--- config.mk ---
export PLATFORM = sky130hd
export DESIGN_NAME = button_event_unit
export DESIGN_NICKNAME = d
export VERILOG_FILES = /design/src/rtl/btn_event_pkg.sv /design/src/rtl/btn_event_channel.sv /design/src/rtl/button_event_unit.sv
export SDC_FILE = /design/constraint.sdc
export NUM_CORES = 1
export LEC_CHECK = 0
export ABC_AREA = 1
export CORE_MARGIN = 3
export CORE_UTILIZATION = 30
export CTS_BUF_LIST = sky130_fd_sc_hd__clkbuf_4 sky130_fd_sc_hd__clkbuf_8
export DETAILED_ROUTE_END_ITERATION = 10
export PLACE_DENSITY = 0.51
export SYNTH_ARGS = -nofsm -noshare
export SYNTH_HDL_FRONTEND = slang
export SYNTH_HIERARCHICAL = 1
export SYNTH_SLANG_ARGS = --single-unit
--- constraint.sdc ---
create_clock -name clk_i -period 1.75 [get_ports clk_i]
set_input_delay 0.35 -clock clk_i [delete_from_list [all_inputs] [get_ports clk_i]]
set_output_delay 0.35 -clock clk_i [all_outputs]
set_load 0.01 [all_outputs]
--- src/rtl/btn_event_pkg.sv ---
// Shared types and defaults for button_event_unit.
// Optional auto-repeat is enabled by defining BTN_AUTOREPEAT_EN.
package btn_event_pkg;

  typedef enum logic [2:0] {
    RELEASED,
    PRESS_WAIT,
    PRESSED,
    LONG_HELD,
    RELEASE_WAIT
  } btn_state_t;

  // Defaults assume a 100 MHz clock.
  localparam int DEF_N_CH        = 5;
  localparam int DEF_DB_CYCLES   = 1_000_000;    // 10 ms
  localparam int DEF_LONG_CYCLES = 100_000_000;  // 1 s
  localparam int DEF_REP_CYCLES  = 20_000_000;   // 200 ms

  // Counter width for a count range of 0..n-1, never narrower than one bit.
  function automatic int cnt_w(input int n);
    return (n > 1) ? $clog2(n) : 1;
  endfunction

endpackage

--- src/rtl/btn_event_channel.sv ---
// One button channel: 2-flop synchroniser, debounce/hold FSM and its counters.
// Auto-repeat output and counter exist only when BTN_AUTOREPEAT_EN is defined;
// otherwise repeat_o is tied low and REP_CYCLES has no effect.
//
// Handshake: none. Pulses (press/release/long/repeat) are single-cycle,
// registered, and carry no backpressure; consumers must sample every cycle.
module btn_event_channel
  import btn_event_pkg::*;
#(
  parameter int DB_CYCLES   = DEF_DB_CYCLES,
  parameter int LONG_CYCLES = DEF_LONG_CYCLES,
  parameter int REP_CYCLES  = DEF_REP_CYCLES
) (
  input  logic       clk_i,
  input  logic       rst_n_i,
  input  logic       btn_i,
  output logic       level_o,
  output logic       press_o,
  output logic       release_o,
  output logic       long_o,
  output logic       repeat_o,
  output btn_state_t state_o
);

  localparam int DB_W   = cnt_w(DB_CYCLES);
  localparam int HOLD_W = cnt_w(LONG_CYCLES);
  localparam logic [DB_W-1:0]   DB_LAST   = DB_W'(DB_CYCLES - 1);
  localparam logic [HOLD_W-1:0] HOLD_LAST = HOLD_W'(LONG_CYCLES - 1);

  logic [1:0]        sync_ff;
  logic              sync_btn;
  btn_state_t        state;
  logic [DB_W-1:0]   db_cnt;
  logic [HOLD_W-1:0] hold_cnt;
  logic [HOLD_W-1:0] hold_next;
  logic              long_seen;

`ifdef BTN_AUTOREPEAT_EN
  localparam int REP_W = cnt_w(REP_CYCLES);
  localparam logic [REP_W-1:0] REP_LAST = REP_W'(REP_CYCLES - 1);
  logic [REP_W-1:0] rep_cnt;
`else
  assign repeat_o = 1'b0;
`endif

  assign sync_btn = sync_ff[1];
  assign state_o  = state;
  // Hold time saturates so long_o can only be reached once per press.
  assign hold_next = (hold_cnt == HOLD_LAST) ? hold_cnt : hold_cnt + 1'b1;

  // Two-stage synchroniser for the asynchronous pin.
  always_ff @(posedge clk_i) begin
    if (!rst_n_i) sync_ff <= 2'b00;
    else          sync_ff <= {sync_ff[0], btn_i};
  end

  // Debounce/hold FSM; a release glitch never aborts hold timing or repeat phase.
  always_ff @(posedge clk_i) begin
    if (!rst_n_i) begin
      state     <= RELEASED;
      db_cnt    <= '0;
      hold_cnt  <= '0;
      long_seen <= 1'b0;
      level_o   <= 1'b0;
      press_o   <= 1'b0;
      release_o <= 1'b0;
      long_o    <= 1'b0;
`ifdef BTN_AUTOREPEAT_EN
      rep_cnt   <= '0;
      repeat_o  <= 1'b0;
`endif
    end else begin
      press_o   <= 1'b0;
      release_o <= 1'b0;
      long_o    <= 1'b0;
`ifdef BTN_AUTOREPEAT_EN
      repeat_o  <= 1'b0;
`endif
      case (state)
        RELEASED: begin
          if (sync_btn) begin
            state  <= PRESS_WAIT;
            db_cnt <= '0;
          end
        end
        PRESS_WAIT: begin
          if (!sync_btn) begin
            state <= RELEASED;
          end else if (db_cnt == DB_LAST) begin
            state     <= PRESSED;
            level_o   <= 1'b1;
            press_o   <= 1'b1;
            hold_cnt  <= '0;
            long_seen <= 1'b0;
          end else begin
            db_cnt <= db_cnt + 1'b1;
          end
        end
        PRESSED: begin
          hold_cnt <= hold_next;
          // A low sample wins so release latency stays fixed.
          if (!sync_btn) begin
            state  <= RELEASE_WAIT;
            db_cnt <= '0;
          end else if (hold_cnt == HOLD_LAST) begin
            state     <= LONG_HELD;
            long_o    <= 1'b1;
            long_seen <= 1'b1;
`ifdef BTN_AUTOREPEAT_EN
            rep_cnt   <= '0;
`endif
          end
        end
        LONG_HELD: begin
          if (!sync_btn) begin
            state  <= RELEASE_WAIT;
            db_cnt <= '0;
          end
`ifdef BTN_AUTOREPEAT_EN
          else if (rep_cnt == REP_LAST) begin
            rep_cnt  <= '0;
            repeat_o <= 1'b1;
          end else begin
            rep_cnt <= rep_cnt + 1'b1;
          end
`endif
        end
        RELEASE_WAIT: begin
          hold_cnt <= hold_next;
          if (sync_btn) begin
            state <= long_seen ? LONG_HELD : PRESSED;
          end else if (db_cnt == DB_LAST) begin
            state     <= RELEASED;
            level_o   <= 1'b0;
            release_o <= 1'b1;
          end else begin
            db_cnt <= db_cnt + 1'b1;
          end
        end
        default: state <= RELEASED;
      endcase
    end
  end

endmodule

--- src/rtl/button_event_unit.sv ---
// N_CH independent debounced buttons with press/release/long/repeat pulses.
// Auto-repeat is enabled by defining BTN_AUTOREPEAT_EN.
module button_event_unit
  import btn_event_pkg::*;
#(
  parameter int N_CH        = DEF_N_CH,
  parameter int DB_CYCLES   = DEF_DB_CYCLES,
  parameter int LONG_CYCLES = DEF_LONG_CYCLES,
  parameter int REP_CYCLES  = DEF_REP_CYCLES
) (
  input  logic            clk_i,
  input  logic            rst_n_i,
  input  logic [N_CH-1:0] btn_i,
  output logic [N_CH-1:0] level_o,
  output logic [N_CH-1:0] press_o,
  output logic [N_CH-1:0] release_o,
  output logic [N_CH-1:0] long_o,
  output logic [N_CH-1:0] repeat_o
);

  // Per-channel FSM state, available for hierarchical probes.
  btn_state_t dbg_state_unused [N_CH];

  for (genvar i = 0; i < N_CH; i++) begin : g_ch
    btn_event_channel #(
      .DB_CYCLES  (DB_CYCLES),
      .LONG_CYCLES(LONG_CYCLES),
      .REP_CYCLES (REP_CYCLES)
    ) u_ch (
      .clk_i    (clk_i),
      .rst_n_i  (rst_n_i),
      .btn_i    (btn_i[i]),
      .level_o  (level_o[i]),
      .press_o  (press_o[i]),
      .release_o(release_o[i]),
      .long_o   (long_o[i]),
      .repeat_o (repeat_o[i]),
      .state_o  (dbg_state_unused[i])
    );
  end

endmodule

==> flow_summary.ini, run 1 <==
[layout]
area_delta_synth_final_pct = 28.2
nNetsFinal = 3521
fillerInstances = 6805
final_area_um2 = 24200
finalCoreUtilization_pct = 39.0
final_layout_size_suffix_gt1_share_pct = 20.4
finalNonFillerCells = 4387

[sta]
period_needed_ns = 1.67
setup_violations = 0
fin_skew_ns = 0.0134
grt_setup_unrepaired = true
finalHoldViolations = 0
clock.fmax_mhz = 599
finalCritPeriodShare_pct = 95.4
report.final.slew_viol_count = 0

[yosys]
synthTopCellsByCount = nand2_1 (1079), nor2_1 (568), inv_1 (325), dfxtp_1 (285), nand3_1 (262)
ys.flop_type = dfxtp_1
ys_warn_count = 6
syn_area_per_cell_um2 = 5.89
synthCells = 3198
yosys.area.top_type_share_pct = 30.3
synth.ff_latch_count = 285
synth_nets = 3215
synth-seq-area-share_pct = 30.3
netlist_area_um2 = 18800
synth.most_common_cell = nand2_1
postSynth.asyncResetShare_pct = 0
yosys.area.top_type = dfxtp_1
synth.area.top_cells = dfxtp_1 (30%), nand2_1 (21%), nor2_1 (11%)
synth_cell_types = 42
synth_edf_count = 0

[floorplanning]
die_x_um = 257
num_rows = 91
start_util_pct = 30.4
die_area_um2 = 65900
coreArea_um2 = 61900
dieHeight_um = 257
pin_count = 32

[routing]
remaining_drc_errors = 0
drt-initial-drc-count = 1098
num_vias = 19929
avgRoutedWirePerCell_um = 12.5
drt_pass1_iterations = 5
antenna_left = 0
drt-total-wl_um = 54600
viasPerCell = 4.54

[worst_setup_path]
crit_path_end_kind = flip-flop
regToRegSetupSlack_ns = 0.08
reg2reg_to = g_ch[3].u_ch/hold_cnt[2]
r2r-start = g_ch[3].u_ch/db_cnt[0]
arrival_ns = 2.19
crit_end = g_ch[3].u_ch/hold_cnt[2]
cp_data_required_time_ns = 2.27
startpoint_type = flip-flop
worstPathMaxFanout = 8
r2r_cells = 10
startpoint = g_ch[3].u_ch/db_cnt[0]
crit_type = reg2reg

[placed_design]
numPortBuffers = 26
dpl.hpwl_um = 39000
place_congestion = 0.858
post_dp_cell_area_um2 = 21800
place_inst = 4249

[global_routing]
grt_pass1_wl_um = 90300
grt_antenna_before_repair = 0
grt_max_degree = 41
grt_overflow_total = 0
track_usage_pct = 16.0
grt_pass1_vias = 18394

[power_and_ir_drop]
vdd_ir_drop_max_v = 0.000839
p_leak_uw = 0.00916
power_density_nw_per_um2 = 1120

[cts]
cts-buffers-inserted = 59
clock_sinks = 285
cts_tree = done
clk_path_buf_depth = 3
ctsHoldBuffers = 0
clk_pin_slew_worst_paths_ns = 0.06
cts-root-buf = clkbuf_8
h-tree-depth = 2
insertion_delay_ns = 0.66

[job]
maxCapViolCount = 0

[status]
status = finished, final reports clean

[worst_hold_path]
min_path_type = in2reg
## worst min-delay path by stage
stage | from | endpoint | slack (ns) | cells after the start
4_1_cts | rst_n_i | g_ch[2].u_ch/sync_ff[1] | 0.04 | 4
3_5_place_dp | g_ch[1].u_ch/sync_ff[0] | g_ch[1].u_ch/sync_ff[1] | 0.40 | 2
2_1_floorplan | g_ch[0].u_ch/sync_ff[0] | g_ch[0].u_ch/sync_ff[1] | 0.39 | 2
3_3_place_gp | g_ch[1].u_ch/sync_ff[0] | g_ch[1].u_ch/sync_ff[1] | 0.40 | 2
6_report | rst_n_i | g_ch[2].u_ch/sync_ff[1] | 0.11 | 4
5_1_grt | rst_n_i | g_ch[2].u_ch/sync_ff[0] | 0.07 | 4
## worst max-delay path, stage by stage (launching register included)
cell	delay (ns)
dfxtp_2	0.36
ha_4	0.16
nand3_4	0.09
nor2_4	0.13
nand3_4	0.12
o21ai_4	0.17
buf_6	0.13
nand2_8	0.07
clkbuf_16	0.17
nand2_1	0.06
a21oi_1	0.05
## sequential cells by signal (all words and copies together) (netlist names)
signal / flops
g_ch.u_ch/hold_cnt: 135
g_ch.u_ch/db_cnt: 100
g_ch.u_ch/state_o: 15
g_ch.u_ch/sync_ff: 10
g_ch.u_ch/level_o: 5
g_ch.u_ch/long_o: 5
g_ch.u_ch/long_seen: 5
g_ch.u_ch/press_o: 5
g_ch.u_ch/release_o: 5
## where the power goes
part	internal [µW]	total [µW]	switching (µW)
registers	6830	7130	298
logic	4580	12300	7720
clock network	4430	7650	3230
## layout by cell type (no fill, tap or decap), types with 18 or more instances in the layout
| cell type | synthesis | routed |
|---|---|---|
| nor2_4 | 10 | 20 |
| clkbuf_8 | 0 | 75 |
| a21oi_2 | 23 | 35 |
| o21bai_1 | 28 | 28 |
| nand2_4 | 23 | 20 |
| nand2_2 | 29 | 52 |
| dlygate4sd2_1 | 0 | 18 |
| buf_4 | 10 | 258 |
| nand4_1 | 36 | 36 |
| inv_2 | 32 | 38 |
| xor2_1 | 35 | 35 |
| nor2_1 | 568 | 527 |
| dfxtp_2 | 0 | 54 |
| inv_1 | 325 | 316 |
| nand3_1 | 262 | 253 |
| nand2_1 | 1079 | 1052 |
| nor2_2 | 15 | 47 |
| a21oi_1 | 196 | 182 |
| nor3_1 | 56 | 52 |
| dfxtp_1 | 285 | 231 |
| o21ai_0 | 32 | 32 |
## kinds of logic (layout without fill, tap and decap cells)
group / after synthesis / count (layout) / synth area share [%]
and+or+nand+nor: 2114 / 2118 / 48.0
xor gates and xnor gates: 41 / 41 / 1.91
other: 5 / 6 / 0.0996
adders and majority gates: 10 / 10 / 0.664
buffers and inverters: 428 / 775 / 9.52
AOI/OAI and AO/OA: 315 / 315 / 9.57
DFF: 285 / 285 / 30.3
## per-layer routing
metal	track usage, %	share of wire [%]	vias to the layer above
met2	26.2	45	282
met5	0	0	-
met3	2.82	4.2	91
met4	4.03	2.1	0
li1	-	-	10672
met1	21.7	49	8884
## what timing repair did
| item | CTS | global route |
|---|---|---|
| gates resized for setup | 41 | 215 |
| setup buffers | 3 | 19 |
| setup endpoints to repair | 172 | 248 |
| gates cloned | 0 | 9 |
| pin swaps | 9 | 32 |
| endpoints found under the hold margin | 0 | 0 |
## area by class of cell
| cell class | instances | area [µm²] | share of cell area (%) |
|---|---|---|---|
| Clock inverter | 17 | 141 | 0.585 |
| Multi-Input combinational cell | 2489 | 12100 | 49.9 |
| Tap cell | 837 | 1050 | 4.33 |
| Timing Repair Buffer | 311 | 2640 | 10.9 |
| Sequential cell | 285 | 5770 | 23.9 |
| Clock buffer | 89 | 1140 | 4.71 |
| Antenna cell | 1 | 2.50 | 0.0104 |
| Inverter | 358 | 1360 | 5.61 |
## stage by stage
stage	hold WS, ns	TNS [ns]	total power, µW	worst slack [ns]
2_1_floorplan	0.390	0	14100	0.0297
3_3_place_gp	0.395	-1.08	17800	-0.0869
3_5_place_dp	0.400	-3.19	17700	-0.107
4_1_cts	0.0376	0	25800	0.00220
5_1_grt	0.0669	-0.110	29000	-0.0275
6_report	0.112	0	27100	0.0802
(Power assumes the default switching activity.)
==> inputs of run 2 (changes only) <==
--- a/config.mk
+++ b/config.mk
@@ -9,6 +9,7 @@
 export CORE_MARGIN = 3
 export CORE_UTILIZATION = 30
 export CTS_BUF_LIST = sky130_fd_sc_hd__clkbuf_4 sky130_fd_sc_hd__clkbuf_8
+export CTS_CLUSTER_SIZE = 24
 export DETAILED_ROUTE_END_ITERATION = 10
 export PLACE_DENSITY = 0.51
 export SYNTH_ARGS = -nofsm -noshare
==> results of run 2 <==
Same layout as run 1: the final DEF is identical, and so are final timing and power.
==> inputs of run 3 (changes only) <==
--- a/config.mk
+++ b/config.mk
@@ -11,7 +11,7 @@
 export CTS_BUF_LIST = sky130_fd_sc_hd__clkbuf_4 sky130_fd_sc_hd__clkbuf_8
 export CTS_CLUSTER_SIZE = 24
 export DETAILED_ROUTE_END_ITERATION = 10
-export PLACE_DENSITY = 0.51
+export PLACE_DENSITY_LB_ADDON = 0.08
 export SYNTH_ARGS = -nofsm -noshare
 export SYNTH_HDL_FRONTEND = slang
 export SYNTH_HIERARCHICAL = 1
==> run 3 against run 2 <==
Effect of this change:
- total power increased by 2.1%
- wire length increased by 6.4%
- clock power increased by 3.9%
- global-route usage increased by 1.1 points
- clock-buffer cell count increased by 6
- critical path depth unchanged
- via count increased by 2.6%
- register-to-register slack about the same
- sequential power about the same
- combinational power about the same
- largest power group unchanged
==> flow_summary.ini, run 3 (synthesis results as in run 1) <==
[global_routing]
met2_usage_pct = 29.4
grt_pass1_wl_um = 95400
grt_max_degree = 41
grt_overflow_total = 0
grt_pass1_vias = 19402
busiest_layer = met2
grt_antenna_before_repair = 1
grtUsageMet1_pct = 22.1
track_usage_pct = 17.1
use_met3_pct = 2.52

[power_and_ir_drop]
power_density_nw_per_um2 = 1130
clkPwrFrac_pct = 28.8
p_leak_uw = 0.00940
intPower_uw = 16200
power.switching_uw = 11400
switching_share_pct = 41.3
combPwrFrac_pct = 45.5
power_frac_seq_pct = 25.8
vdd_ir_drop_max_v = 0.000779

[floorplanning]
die_x_um = 257
pin_count = 32
start_util_pct = 30.4
die_area_um2 = 65900
dieHeight_um = 257
coreArea_um2 = 61900
num_rows = 91

[job]
maxCapViolCount = 0

[routing]
drt_pass1_iterations = 7
num_vias = 20453
antenna_left = 0
remaining_drc_errors = 0
avgRoutedWirePerCell_um = 13.1
viasPerCell = 4.62
drt-initial-drc-count = 1039
drt-total-wl_um = 58100

[layout]
nNetsFinal = 3558
largest_reg_flops = 135
finalCoreUtilization_pct = 39.6
layout_commonest_cell = nand2_1
final_layout_size_suffix_gt1_share_pct = 21.5
fillerInstances = 6839
finalNonFillerCells = 4428
area_delta_synth_final_pct = 30.2
max_flop_register = g_ch.u_ch/hold_cnt
most-common-layout-cells = nand2_1 (1046), nor2_1 (515), inv_1 (318), buf_4 (294), nand3_1 (253)

[worst_setup_path]
worstPathMaxFanout = 8
crit_type = reg2reg
regToRegSetupSlack_ns = 0.09
cp_data_required_time_ns = 2.34
reg2reg_to = g_ch[2].u_ch/hold_cnt[20]
crit_path_end_kind = flip-flop
startpoint_type = flip-flop
arrival_ns = 2.25
r2r_cells = 10
r2r-start = g_ch[2].u_ch/db_cnt[1]

[cts]
clock_sinks = 285
ctsHoldBuffers = 0
h-tree-depth = 2
clk_pin_slew_worst_paths_ns = 0.06
cts-buffers-inserted = 59
cts_tree = done
insertion_delay_ns = 0.67
clk_path_buf_depth = 3
cts-root-buf = clkbuf_8

[placed_design]
place_inst = 4300
numPortBuffers = 26
place_congestion = 0.908
dpl.hpwl_um = 42500

[sta]
finalCritPeriodShare_pct = 94.8
fin_tns_setup_ns = 0
setup_violations = 0
fin_skew_ns = 0.0261
finalHoldViolations = 0
report.final.slew_viol_count = 0
period_needed_ns = 1.66
hold-worst-slack_ns = 0.217
grt_setup_unrepaired = true
clock.fmax_mhz = 603

[worst_hold_path]
holdPathStages = 3
holdCritStartpoint = btn_i[4]
min_path_type = in2reg
hold_end = g_ch[4].u_ch/sync_ff[0]

[status]
status = finished, final reports clean
==> run 3: changes by cell type in the layout (fill, tap and decap cells not counted), moves of 5 or more <==
cell     previous run  this run
a21oi_1           182       191
a21oi_2            35        26
buf_12             14        19
buf_4             258       294
nand2_1          1052      1046
nand2_2            52        59
nor2_1            527       515
nor2_2             47        61
nor3_1             52        46
nor3_2              4        10
==> run 3: final cells by class <==
cell class	count	area, µm²	share of cell area [%]
Antenna cell	1	2.50	0.0102
Clock buffer	95	1200	4.90
Clock inverter	15	139	0.566
Inverter	358	1360	5.54
Multi-Input combinational cell	2488	12100	49.1
Sequential cell	285	5770	23.5
Tap cell	837	1050	4.27
Timing Repair Buffer	349	2960	12.1
==> run 3: power by group through the flow <==
stage,combinational (µW),sequential (µW),clock [µW]
final,12600,7120,7950
after global routing,13700,7150,8670
after CTS,11400,7030,8390
after detailed placement,11200,7160,0
after global placement,11200,7150,0
after floorplan,6940,7160,0
==> run 3: repair_timing <==
| action | 4_1_cts | 5_1_grt |
|---|---|---|
| pin swaps | 10 | 38 |
| hold endpoints to repair | 0 | 0 |
| setup buffers | 2 | 10 |
| gates cloned | 1 | 4 |
| setup endpoints to repair | 82 | 238 |
| resized for setup | 35 | 223 |
==> run 3: worst max-delay path, stage by stage, from the launching register on <==
cell     delay [ns]
dfxtp_2        0.35
ha_4           0.14
nand3_2        0.10
nor2_2         0.11
nand3_2        0.14
buf_6          0.16
nand2_2        0.06
nand2_2        0.06
nor2_4         0.23
nand2_1        0.10
a21oi_2        0.11
==> run 3: stage by stage <==
| step | worst slack (ns) | power (µW) | cell area, µm² |
|---|---|---|---|
| floorplan | 0.0297 | 14100 | 18800 |
| global placement | -0.0361 | 18400 | 22200 |
| detailed placement | -0.0974 | 18300 | 22200 |
| CTS | -0.000177 | 26800 | 23600 |
| global route | -0.0293 | 29600 | 24500 |
| finish | 0.0915 | 27600 | 24500 |
==> run 3: worst max path at each step <==
stage / end / depth (start not counted) / start
after CTS: level_o[2] / 1 / g_ch[2].u_ch/level_o
after floorplan: g_ch[0].u_ch/hold_cnt[24] / 12 / g_ch[0].u_ch/hold_cnt[0]
final: g_ch[2].u_ch/hold_cnt[20] / 10 / g_ch[2].u_ch/db_cnt[1]
after detailed placement: g_ch[1].u_ch/hold_cnt[20] / 10 / g_ch[1].u_ch/db_cnt[0]
after global placement: g_ch[0].u_ch/hold_cnt[1] / 11 / g_ch[0].u_ch/db_cnt[0]
after global routing: g_ch[3].u_ch/level_o / 10 / g_ch[3].u_ch/db_cnt[0]
==> run 3: layer usage <==
| layer | vias to the layer above | routed length (µm) |
|---|---|---|
| met2 | 352 | 27600 |
| met1 | 9271 | 27000 |
| met4 | 0 | 1170 |
| li1 | 10748 | - |
| met5 | - | 0 |
| met3 | 82 | 2320 |
